$ cat config.mk
export PLATFORM = sky130hd
export DESIGN_NAME = bcd_scan_display
export DESIGN_NICKNAME = d
export VERILOG_FILES = /design/src/rtl/bcd_scan_display.sv
export SDC_FILE = /design/constraint.sdc
export NUM_CORES = 1
export LEC_CHECK = 0
export ABC_CLOCK_PERIOD_IN_PS = 6400
export CORE_AREA = 2 2 85 87
export CTS_BUF_LIST = sky130_fd_sc_hd__clkbuf_4
export DETAILED_ROUTE_END_ITERATION = 12
export DIE_AREA = 0 0 87 89
export DONT_BUFFER_PORTS = 1
export PLACE_DENSITY_LB_ADDON = 0.1
export SETUP_SLACK_MARGIN = 0.15
export SLEW_MARGIN = 20
export SYNTH_ARGS = -nofsm -noshare
export SYNTH_HDL_FRONTEND = slang
export SYNTH_SLANG_ARGS = --single-unit
$ cat constraint.sdc
create_clock -name clk -period 6.4 [get_ports clk]
set_input_delay 1.6 -clock clk [delete_from_list [all_inputs] [get_ports clk]]
set_output_delay 1.6 -clock clk [all_outputs]
set_load 0.02 [all_outputs]
$ cat src/rtl/bcd_scan_display.sv
// Four-digit common-anode 7-segment scanner for a packed-BCD word.
// A pending/display register pair makes value changes take effect only at frame starts.
module bcd_scan_display #(
  parameter int SCAN_DIV = 100000
) (
  input  logic        clk,
  input  logic        rst_n,
  input  logic [15:0] bcd_in,
  input  logic        bcd_load,
  input  logic        blank_lz,
  input  logic [3:0]  dp_en,
  output logic [3:0]  an,
  output logic [6:0]  seg,
  output logic        dp,
  output logic        frame_done
);

  localparam int              DW       = $clog2(SCAN_DIV);
  localparam logic [DW-1:0]   DIV_LAST = DW'(SCAN_DIV - 1);
  localparam logic [DW-1:0]   DIV_ONE  = DW'(1);

  typedef enum logic [2:0] {S_IDLE, S_D0, S_D1, S_D2, S_D3} state_t;

  state_t        r_state;
  state_t        w_state_nxt;
  logic [DW-1:0] r_div;
  logic          w_tick;
  logic [15:0]   r_pending;
  logic [15:0]   r_disp;
  logic [15:0]   w_disp_nxt;
  logic [1:0]    w_digit;
  logic [3:0]    w_nib;
  logic          w_blank;
  logic          w_frame_nxt;
  logic [3:0]    w_an_nxt;
  logic [6:0]    w_seg_nxt;
  logic          w_dp_nxt;

  // Segment pattern {g,f,e,d,c,b,a}, active-low; non-decimal nibbles render as a dash
  function automatic logic [6:0] seg_decode(input logic [3:0] nib);
    case (nib)
      4'd0:    seg_decode = 7'b1000000;
      4'd1:    seg_decode = 7'b1111001;
      4'd2:    seg_decode = 7'b0100100;
      4'd3:    seg_decode = 7'b0110000;
      4'd4:    seg_decode = 7'b0011001;
      4'd5:    seg_decode = 7'b0010010;
      4'd6:    seg_decode = 7'b0000010;
      4'd7:    seg_decode = 7'b1111000;
      4'd8:    seg_decode = 7'b0000000;
      4'd9:    seg_decode = 7'b0010000;
      default: seg_decode = 7'b0111111;
    endcase
  endfunction

  // True when digit d and every digit to its left are zero; digit 0 always shows
  function automatic logic lz_blank(input logic [15:0] val, input logic [1:0] d);
    case (d)
      2'd3:    lz_blank = (val[15:12] == 4'd0);
      2'd2:    lz_blank = (val[15:8]  == 8'd0);
      2'd1:    lz_blank = (val[15:4]  == 12'd0);
      default: lz_blank = 1'b0;
    endcase
  endfunction

  // Free-running scan divider
  always_ff @(posedge clk or negedge rst_n) begin
    if (!rst_n) begin
      r_div <= '0;
    end else if (r_div == DIV_LAST) begin
      r_div <= '0;
    end else begin
      r_div <= r_div + DIV_ONE;
    end
  end

  assign w_tick = (r_div == DIV_LAST);

  // Pending register: last load before a frame boundary wins
  always_ff @(posedge clk or negedge rst_n) begin
    if (!rst_n) begin
      r_pending <= 16'h0000;
    end else if (bcd_load) begin
      r_pending <= bcd_in;
    end
  end

  // Scan state register
  always_ff @(posedge clk or negedge rst_n) begin
    if (!rst_n) begin
      r_state <= S_IDLE;
    end else begin
      r_state <= w_state_nxt;
    end
  end

  // Next state and next output values, precomputed so outputs can be registered
  always_comb begin
    w_state_nxt = r_state;
    w_digit     = 2'd0;
    w_nib       = 4'd0;
    w_an_nxt    = 4'b1111;
    w_seg_nxt   = 7'b1111111;
    w_dp_nxt    = 1'b1;
    if (w_tick) begin
      case (r_state)
        S_IDLE:  w_state_nxt = S_D0;
        S_D0:    w_state_nxt = S_D1;
        S_D1:    w_state_nxt = S_D2;
        S_D2:    w_state_nxt = S_D3;
        S_D3:    w_state_nxt = S_D0;
        default: w_state_nxt = S_IDLE;
      endcase
    end else begin
      w_state_nxt = r_state;
    end
    w_frame_nxt = w_tick && (w_state_nxt == S_D0);
    // The D0 digit must already see the value being transferred on this edge
    w_disp_nxt  = w_frame_nxt ? r_pending : r_disp;
    case (w_state_nxt)
      S_D1:    w_digit = 2'd1;
      S_D2:    w_digit = 2'd2;
      S_D3:    w_digit = 2'd3;
      default: w_digit = 2'd0;
    endcase
    case (w_digit)
      2'd1:    w_nib = w_disp_nxt[7:4];
      2'd2:    w_nib = w_disp_nxt[11:8];
      2'd3:    w_nib = w_disp_nxt[15:12];
      default: w_nib = w_disp_nxt[3:0];
    endcase
    w_blank = blank_lz && lz_blank(w_disp_nxt, w_digit);
    if (w_state_nxt != S_IDLE) begin
      w_an_nxt  = ~(4'b0001 << w_digit);
      w_seg_nxt = w_blank ? 7'b1111111 : seg_decode(w_nib);
      w_dp_nxt  = ~dp_en[w_digit];
    end else begin
      w_an_nxt  = 4'b1111;
      w_seg_nxt = 7'b1111111;
      w_dp_nxt  = 1'b1;
    end
  end

  // Display register and output registers, updated on tick edges only
  always_ff @(posedge clk or negedge rst_n) begin
    if (!rst_n) begin
      r_disp     <= 16'h0000;
      an         <= 4'b1111;
      seg        <= 7'b1111111;
      dp         <= 1'b1;
      frame_done <= 1'b0;
    end else begin
      frame_done <= w_frame_nxt;
      if (w_tick) begin
        r_disp <= w_disp_nxt;
        an     <= w_an_nxt;
        seg    <= w_seg_nxt;
        dp     <= w_dp_nxt;
      end
    end
  end

endmodule

== Word level (Yosys, flattened, before mapping) ==
Memories as Yosys holds them, arrays and structs flattened.
Index checks and enable logic that the tools add are counted.
Widths: inputs -> output; s select.
Storage, ports and cells
  register bits: 65
  ROM bits: 112
  bits of input ports: 24
  output and inout port bits: 13
  logic and storage cells: 47
  memories: 1
Operators by class
  add/sub/neg operators: 1
  order comparisons: 1
  equal/unequal tests: 12
  shift-type cells: 1
  muxes and demuxes: 13
  bitwise gates (word level): 2
  reductions and logical operators: 8
Memory list
  (no name shown): depth 16, width 7, read ports 1, clocked after Yosys merged registers in 0, wr ports 0, RTL line 41  | case (nib)
Operators by type and width (count)
  $add 17x1->17 const B: 1
  $eq 17x17->1 const B: 1
  $mux 17: 1
  $mux 16: 1
  $mux 7: 2
  $eq 3x2->1 const B: 4
  $logic_not 12->1: 1
  $pmux 3 s4: 1
  $pmux 4 s3: 1
  $logic_not 8->1: 1
  $eq 3x1->1 const B: 2
  $eq 3x3->1 const B: 2
  $pmux 2 s3: 1
  $eq 2x2->1 const B: 2
  $logic_not 4->1: 1
  $mux 4: 1
  $not 4->4: 1
  $shl 1x2->4 const A: 1
  $logic_not 3->1: 1
  $lt 2x3->1 const B: 1
  $mux 3: 1
  $pmux 1 s3: 1
  $reduce_bool 3->1: 1
  $bmux 1 s2: 1
  5 further kinds: 7

== Depth between registers and ports, before layout ==
Gate-level depths: netlist of the first run.
  word-level depth: 12
  gate-level depth with buffers: 13
  mapped depth without buffers: 13

== Worst setup path after synthesis of the first run ==
OpenSTA, ideal clock, no wires.
  path kind: reg2reg
  start: register r_div[6]
  end: register seg[6]
  library setup time: 77 ps
  arrival: 3071 ps
  required time: 6323 ps
  slack: 3251 ps
  cell stages (with the launch flop): 13
  path buffers: 1
  period minus slack after synthesis: 3149 ps
  cells stage by stage: dfrtp_1 > or4_1 > or4_4 > buf_6 > nand2_1 > a21oi_1 > o21a_1 > a211oi_1 > inv_1 > ha_1 > nor2_1 > a211oi_1 > o21ba_2
Between the ends
  word-level cells in the longest chain between the ends: 10
  elaborated cells on any way between the ends: 22
  classes of those cells: eq/ne (8); mux (7); reduce/logical (6); memory (1)
RTL lines
  from (decl): RTL line 26  | logic [DW-1:0] r_div;
  from (signal assigned): RTL line 73  | r_div <= r_div + DIV_ONE;
  $eq 17x17->1 *: RTL line 77  | assign w_tick = (r_div == DIV_LAST);
  branches (longest 9 deep; another with $mem_v2 16x7)
  to (signal assigned): RTL line 157  | seg <= w_seg_nxt;
  to (decl): RTL line 13  | output logic [6:0] seg,
Every way passes the cells marked *.
A chain may end at the register's enable or synchronous reset.

== Worst setup path after layout of the first run ==
Same ends and word-level chain as after synthesis.

==> summary.txt, run 1 <==
Clocking
  – H-tree levels: 3
  – Clock buffer count from CTS: 9
  – Post_cts resized: 0
  – Post-CTS setup buffers: 0
  – Worst-Skew Late Latency: approximately 0.42 ns
  – Cts hold-fix bufs: 0
  – Clock tree from TritonCTS: yes
  – Reg clk slew, reported paths: about 0.11 ns
  – CTS Buffer Depth: 2
  – Root buf cell: clkbuf_4
  – Clk sinks: 65

Die
  – Die area: approximately 0.0077 mm^2
  – Die X: around 87 um
  – FP Rows: 30
  – Starting Density: just under 50%
  – Die height: 89 um
  – Core area: 0.00672 mm^2
  – IO Pins: 37

Detailed routing
  – Vias/cell: between 5 and 6
  – DRT Wirelength: 6450 um
  – Drt wl/cell: ~16 um
  – Iter 0 DRT Violations: around 100
  – DRC: 0
  – Routed via count: about 2300
  – Post-DRT Antenna Nets: 0
  – DR pass1 iterations: 4

Min path
  – Min-Delay Path Class: reg2reg

Global routing
  – GRT Util Overall: a little under a fifth
  – Antenna violations before repair: 0
  – Maximum number of pins on one net before global-route repair: 66
  – Vias in the first global route: 2219
  – First-pass GRT wire length: roughly 11000 um
  – Congestion Overflow GR: 0

Critical path
  – Crit path cell chain: or4_1 > nor4_4 > buf_4 > nand2_2 > nand2_1 > nand2_1 > a211oi_1 > inv_1 > ha_1 > nor2_1 > a211oi_1 > o21ba_2
  – CP required: around 6.8 ns
  – Crit Path Class: reg2reg
  – Worst setup EP type: register
  – Worst Path Max Fanout: 20
  – CP max stage delay: about 0.75 ns
  – Slowest cell on crit path: nor4_4
  – Startpoint Class: register
  – Reg2reg setup slack: 2.24 ns
  – CP arrival: roughly 4.5 ns

STA
  – Peak Freq: about 240 MHz
  – Total negative slack: 0 ns
  – Min cycle time layout: between 4 and 5 ns
  – RSZ-0062 raised after global routing: no
  – Slew HR: between 40% and 50%
  – Final period utilization: 65.0%
  – Final hold vios: 0
  – Skew final: around 0.019 ns
  – Setup violators final: 0
  – Final worst slack: about 2.2 ns
  – Least-Margin Pin Slew: between 0.7 and 0.8 ns
  – Slew Viols, Final: 0

Logic synthesis
  – Synthesized instance count: 310
  – Post-synth top area cell: dfrtp_1
  – Post-synth EDFFs: 0
  – Top FF cell, synth: dfrtp_1
  – Largest cells by area after synthesis: dfrtp_1 40%, dfstp_2 9.6%, mux2_2 8.6%
  – Sequential area share after synthesis: approximately 50%
  – Asr flop ratio synth: 100%
  – Number of synthesized register bits: 65
  – Synth cell types: 57
  – Synth top cells by count: 53 x dfrtp_1, 32 x nor2_1, 27 x nand2_1
  – Dominant cell by count in the synthesized netlist: dfrtp_1
  – Post-synth net total: about 340
  – Synth Cell Area: between 0.003 and 0.004 mm^2
  – Yosys warnings: 0
  – Syn_area_per_cell: 10.6 um^2
  – Synth top area share: 40.3%

Cells and area
  – Final instance area: approximately 0.0035 mm^2
  – Layout cells sized above 1: approximately 22%
  – Nets: 339
  – Ant diodes: 0
  – Synthesis-to-layout area growth: 5.44%

Power
  – P_leak: between 1.5 and 2 nW
  – VDD IR max: around 0.095 mV
  – Pwr per Cell Area: approximately 210 mW/mm^2
  – Internal power: between 0.0005 and 0.0006 W
  – Sw frac: 22.4%
  – Comb power frac: 1.9%
  – Net Switching: around 0.00016 W
  – Seq pwr share: between 60% and 70%
  – Clock power frac: between 30% and 40%

Place
  – Pre-CTS WS: around 2.3 ns
  – IO buf count: 0
  – Detail Placement HPWL: 4460 um
  – Routability cong.: roughly 0.85
  – Post-DP Area: between 0.003 and 0.004 mm^2

Run
  – Max-cap viol count: 0

Outcome
  – Outcome: finished, final reports clean
==> critical path, delay by kind of cell (launching register included) <==
kind            cells  cell delay (ns)
compound gates      3             0.90
buf+inv             2             0.57
flops               1             0.45
fa+ha+maj           1             0.23
simple gates        6             1.95
==> layer usage <==
metal | wire (um) | vias to the layer above | share of wire [%] | GRT usage (%)
met3 | 338 | 7 | 5.2 | 5.63
met5 | 0 | - | 0 | 0
met2 | 2730 | 58 | 42 | 26.7
met4 | 84 | 0 | 1.3 | 6.82
li1 | - | 1108 | - | -
met1 | 3290 | 1120 | 51 | 24.9
==> flip-flops by register name (all words and copies together), names as in the netlist <==
name and count:
an 4, dp 1, frame_done 1, r_disp 16
r_div 17, r_pending 16, r_state 3, seg 7
==> layout make-up <==
cell class	count	area, um^2
Clock buffer	10	75.1
Clock inverter	6	58.8
Fill cell	619	3250
Inverter	8	30.0
Multi-Input combinational cell	222	1550
Sequential cell	65	1640
Tap cell	80	100
Timing Repair Buffer	2	15.0
==> power by group through the flow <==
stage	clock [W]	sequential (W)	combinational [W]
2_1_floorplan	0	0.000433	0.0000146
3_3_place_gp	0	0.000435	0.0000135
3_5_place_dp	0	0.000436	0.0000138
4_1_cts	0.000279	0.000428	0.0000139
5_1_grt	0.000293	0.000430	0.0000153
6_report	0.000271	0.000428	0.0000138
==> cell usage in the layout (no fill, tap or decap), types with 3 or more instances in the layout <==
cell / count
xnor2_1: 5
nor4_1: 4
nor3b_1: 3
a211oi_1: 6
nand3_1: 16
nor3_1: 5
dfstp_2: 12
mux2_2: 25
clkbuf_4: 10
nand2_1: 27
and3_1: 5
clkinv_1: 3
ha_1: 7
inv_1: 5
nand4_1: 9
xor2_1: 8
o21a_1: 4
a21oi_1: 9
dfrtp_1: 53
a31oi_1: 5
nor2_1: 32
o21ai_0: 12
mux2i_1: 3
==> path summary, 6_finish.rpt <==
kind                              to       from  cells past startpoint
min                        r_disp[0]  r_disp[0]                      2
min in group asynchronous  r_div[12]      rst_n                      0
max reg2reg                   seg[6]   r_div[6]                     12
max                           seg[6]   r_div[6]                     12
min reg2reg                r_disp[0]  r_disp[0]                      2
max in group asynchronous     seg[6]      rst_n                      0
==> logic make-up after synthesis <==
kind of cell | after synthesis | share of synthesized area, %
mux | 29 | 9.93
xor+xnor | 13 | 3.46
flops | 65 | 49.9
simple gates | 119 | 19.0
fa+ha+maj | 7 | 2.66
compound gates | 54 | 12.0
buf+inv | 23 | 3.04
==> through the flow <==
stage | hold WS, ns | utilization [%] | power (W) | std cells
after floorplan | 0.432 | - | 0.000448 | 310
after global placement | 0.462 | 49.6 | 0.000449 | 377
after detailed placement | 0.460 | 49.6 | 0.000449 | 377
after CTS | 0.487 | 51.6 | 0.000721 | 393
after global routing | 0.524 | 51.6 | 0.000738 | 393
final | 0.479 | 51.6 | 0.000712 | 393
(Power assumes the default switching activity.)
==> run 2: changes to the inputs <==
--- a/config.mk
+++ b/config.mk
@@ -5,7 +5,8 @@
 export SDC_FILE = /design/constraint.sdc
 export NUM_CORES = 1
 export LEC_CHECK = 0
-export ABC_CLOCK_PERIOD_IN_PS = 6400
+export ABC_AREA = 1
+export ABC_CLOCK_PERIOD_IN_PS = 3500
 export CORE_AREA = 2 2 85 87
 export CTS_BUF_LIST = sky130_fd_sc_hd__clkbuf_4
 export DETAILED_ROUTE_END_ITERATION = 12
==> constraint.sdc (replaced) <==
create_clock -name clk -period 3.5 [get_ports clk]
set_input_delay 0.875 -clock clk [delete_from_list [all_inputs] [get_ports clk]]
set_output_delay 0.875 -clock clk [all_outputs]
set_load 0.02 [all_outputs]
==> run 2 against run 1 <==
Net effect:
- critical path depth grew 2
- combinational power grew 68%
- non-clock buffer count is the same
- cell count grew 22%
- sequential power grew 81%
- worst hold slack lost 0.33 ns
- cell area grew 2.1%
- utilization grew 1.1 points
- fmax grew 41%
- global-route usage grew 0.23 points
- setup slack lost 1.7 ns
==> summary.txt, run 2 <==
Outcome
  – Outcome: finished, final reports clean

Cells and area
  – Nets: 427 (+26%)
  – Commonest non-fill, non-tap cell in the layout: nand2_1
  – Layout cells sized above 1: 17.7% (-4.3 points)
  – Most frequent cells in the layout: 80 x nand2_1, 55 x inv_1, 53 x dfrtp_1
  – Largest register FFs: 17 (unchanged)
  – Biggest regs: r_div: 17 flops, r_disp: 16 flops, r_pending: 16 flops
  – Fin cells: 481 (+22%)
  – Final Util: 52.7% (+1.1 points)
  – Synthesis-to-layout area growth: 5.44% (about the same)
  – Top reg by flops: r_div
  – Ant diodes: 0 (unchanged)

Clocking
  – Clock buffer count from CTS: 9 (unchanged)
  – Reg clk slew, reported paths: 0.11 ns (about the same)
  – H-tree levels: 3 (unchanged)
  – Clock tree from TritonCTS: yes
  – Cts hold-fix bufs: 0 (unchanged)
  – Post-CTS setup buffers: 0 (unchanged)
  – Clk sinks: 65 (unchanged)
  – Worst-Skew Late Latency: 0.41 ns (about the same)
  – Root buf cell: clkbuf_4
  – CTS Buffer Depth: 2 (unchanged)
  – Post_cts resized: 0 (unchanged)

Die
  – FP Rows: 30 (unchanged)
  – Starting Density: 49.9% (+1.0 points)
  – Core area: 0.00672 mm^2 (unchanged)
  – Die area: 0.00774 mm^2 (unchanged)
  – Die height: 89 um (unchanged)
  – IO Pins: 37 (unchanged)
  – Die X: 87 um (unchanged)

Logic synthesis
  – Synth top area share: 39.5% (-0.81 points)
  – Post-synth top area cell: dfrtp_1
  – Number of synthesized register bits: 65 (unchanged)
  – Dominant cell by count in the synthesized netlist: nand2_1
  – Top FF cell, synth: dfrtp_1
  – Synth Cell Area: 0.00336 mm^2 (+2.1%)
  – Synth cell types: 38 (-33%)
  – Syn_area_per_cell: 8.54 um^2 (-19%)
  – Synthesized instance count: 393 (+27%)
  – Synth top cells by count: 80 x nand2_1, 55 x inv_1, 53 x dfrtp_1
  – Post-synth net total: 424 (+24%)
  – Post-synth EDFFs: 0 (unchanged)
  – Yosys warnings: 0 (unchanged)
  – Sequential area share after synthesis: 48.9% (-1.0 points)
  – Asr flop ratio synth: 100% (unchanged)
  – Largest cells by area after synthesis: dfrtp_1 40%, dfstp_2 9.4%, nand2_1 8.9%

Critical path
  – Worst setup EP type: register
  – Crit path cell chain: ha_1 > nand4_2 > nor2_4 > nand3_4 > o21ai_0 > nand3_1 > nand4_1 > inv_1 > ha_1 > inv_1 > nor2_1 > nand3b_1 > nand2_1 > inv_1
  – Crit-path leading delay family: simple AND/OR/NAND/NOR gates
  – Worst Path Max Fanout: 28 (+40%)
  – Crit Path Class: reg2reg
  – Slowest cell on crit path: dfrtp_1
  – CP required: 3.86 ns (-2.90 ns)
  – Startpoint Class: register
  – Most used cell, CP: inv_1
  – CP arrival: 3.32 ns (-1.20 ns)
  – CP max stage delay: 0.38 ns (-0.37 ns)
  – Critical path buffers and inverters: 3 (+1)

Global routing
  – Vias in the first global route: 2332 (+5.1%)
  – First-pass GRT wire length: 10800 um (-0.57%)
  – Congestion Overflow GR: 0 (unchanged)
  – Maximum number of pins on one net before global-route repair: 66 (unchanged)
  – Antenna violations before repair: 0 (unchanged)
  – GRT Util Overall: 18.3% (+0.23 points)

Place
  – Routability cong.: 0.896 (+6.0%)
  – Number of placed instances, taps included: 465 (+23%)
  – Detail Placement HPWL: 4640 um (+3.9%)
  – IO buf count: 0 (unchanged)

Power
  – VDD IR max: 0.197 mV (+110%)
  – Internal power: 0.00102 W (+84%)
  – Clock power frac: 38.2% (+0.2 points)
  – Sw frac: 21.2% (-1.2 points)
  – P_leak: 1.81 nW (+17%)
  – Comb power frac: 1.8% (about the same)
  – Pwr per Cell Area: 365 mW/mm^2 (+78%)
  – Net Switching: 0.000274 W (+72%)
  – Seq pwr share: 60.0% (about the same)
  – Power Total: 0.00129 W (+81%)

Detailed routing
  – DRC: 0 (unchanged)
  – Vias/cell: 4.94 (-15%)
  – Routed via count: 2374 (+3.5%)
  – DRT Wirelength: 6350 um (-1.4%)
  – DR pass1 iterations: 4 (unchanged)
  – Iter 0 DRT Violations: 81 (-21%)
  – Post-DRT Antenna Nets: 0 (unchanged)
  – Drt wl/cell: 13.2 um (-19%)

Min path
  – Min-Delay Path Class: in2async

STA
  – Skew final: 0.0130 ns (-0.00563 ns)
  – Final hold vios: 0 (unchanged)
  – Final Hold Slack: 0.147 ns (-0.333 ns)
  – Setup violators final: 0 (unchanged)
  – RSZ-0062 raised after global routing: no
  – Slew HR: 63.9% (+17 points)
  – Peak Freq: 338 MHz (+41%)
  – Total negative slack: 0 ns (unchanged)
  – Slew Viols, Final: 0 (unchanged)
  – Least-Margin Pin Slew: 0.540 ns (-0.258 ns)
  – Min cycle time layout: 2.96 ns (-1.20 ns)
  – Final period utilization: 84.6% (+20 points)

Run
  – Max-cap viol count: 0 (unchanged)
run 2: changes by cell type in the layout (fill, tap and decap cells not counted), sizes merged, moves of 5 or more:
cell    change
nand2      +62
inv        +53
nor2       +23
mux2       -20
o21ai      +17
nand3       +7
a211oi      -6
a31oi       -5
and3        -5
xor2        -5
run 2: path summary, 6_finish.rpt:
path	end	slack [ns]	cells past startpoint	from
worst max-delay path	seg[1]	0.54	14	r_div[0]
worst min-delay path	r_div[11]	0.15	0	rst_n
worst max register to register	seg[1]	0.54	14	r_div[0]
worst min register to register	r_div[0]	0.47	1	r_div[0]
max in group asynchronous	an[2]	3.17	0	rst_n
min in group clk	r_div[0]	0.47	1	r_div[0]
run 2: power groups by stage:
stage | logic, W | registers (W) | clock network [W]
after detailed placement | 0.0000237 | 0.000789 | 0
final | 0.0000232 | 0.000775 | 0.000494
after global placement | 0.0000228 | 0.000789 | 0
after floorplan | 0.0000229 | 0.000787 | 0
after CTS | 0.0000238 | 0.000775 | 0.000514
after global routing | 0.0000272 | 0.000777 | 0.000545
run 2: stage by stage:
stage               instance area, um^2  worst slack (ns)
floorplan                          3360              1.07
global placement                   3400             0.615
detailed placement                 3400             0.524
CTS                                3540             0.501
global route                       3540             0.162
finish                             3540             0.541
run 2: final cells by class:
type,count,area [um^2]
fillers,653,3180
flip-flops and latches,65,1640
clock buffers,12,90.1
multi-input cells,259,1430
well taps,80,100
repair buffers,2,15.0
clock inverters,4,43.8
inverters,59,221
run 2: logic make-up after synthesis:
| group | Yosys count | share of synthesized area [%] |
|---|---|---|
| AO/OA/AOI/OAI | 44 | 7.23 |
| XOR/XNOR | 4 | 1.04 |
| adder cells (fa/ha/maj) | 7 | 2.61 |
| buffers and inverters | 69 | 8.58 |
| flip-flops | 65 | 48.9 |
| multiplexers | 7 | 2.31 |
| AND/OR/NAND/NOR | 197 | 29.3 |
run 2: per-layer routing:
metal | global-route usage, % | vias up | routed length [um] | part of all wire (%)
met5 | 0 | - | 0 | 0
met4 | 6.96 | 0 | 101 | 1.6
met3 | 5.45 | 8 | 331 | 5.2
met2 | 27.5 | 39 | 2740 | 43
met1 | 25.0 | 1071 | 3180 | 50
li1 | - | 1256 | - | -
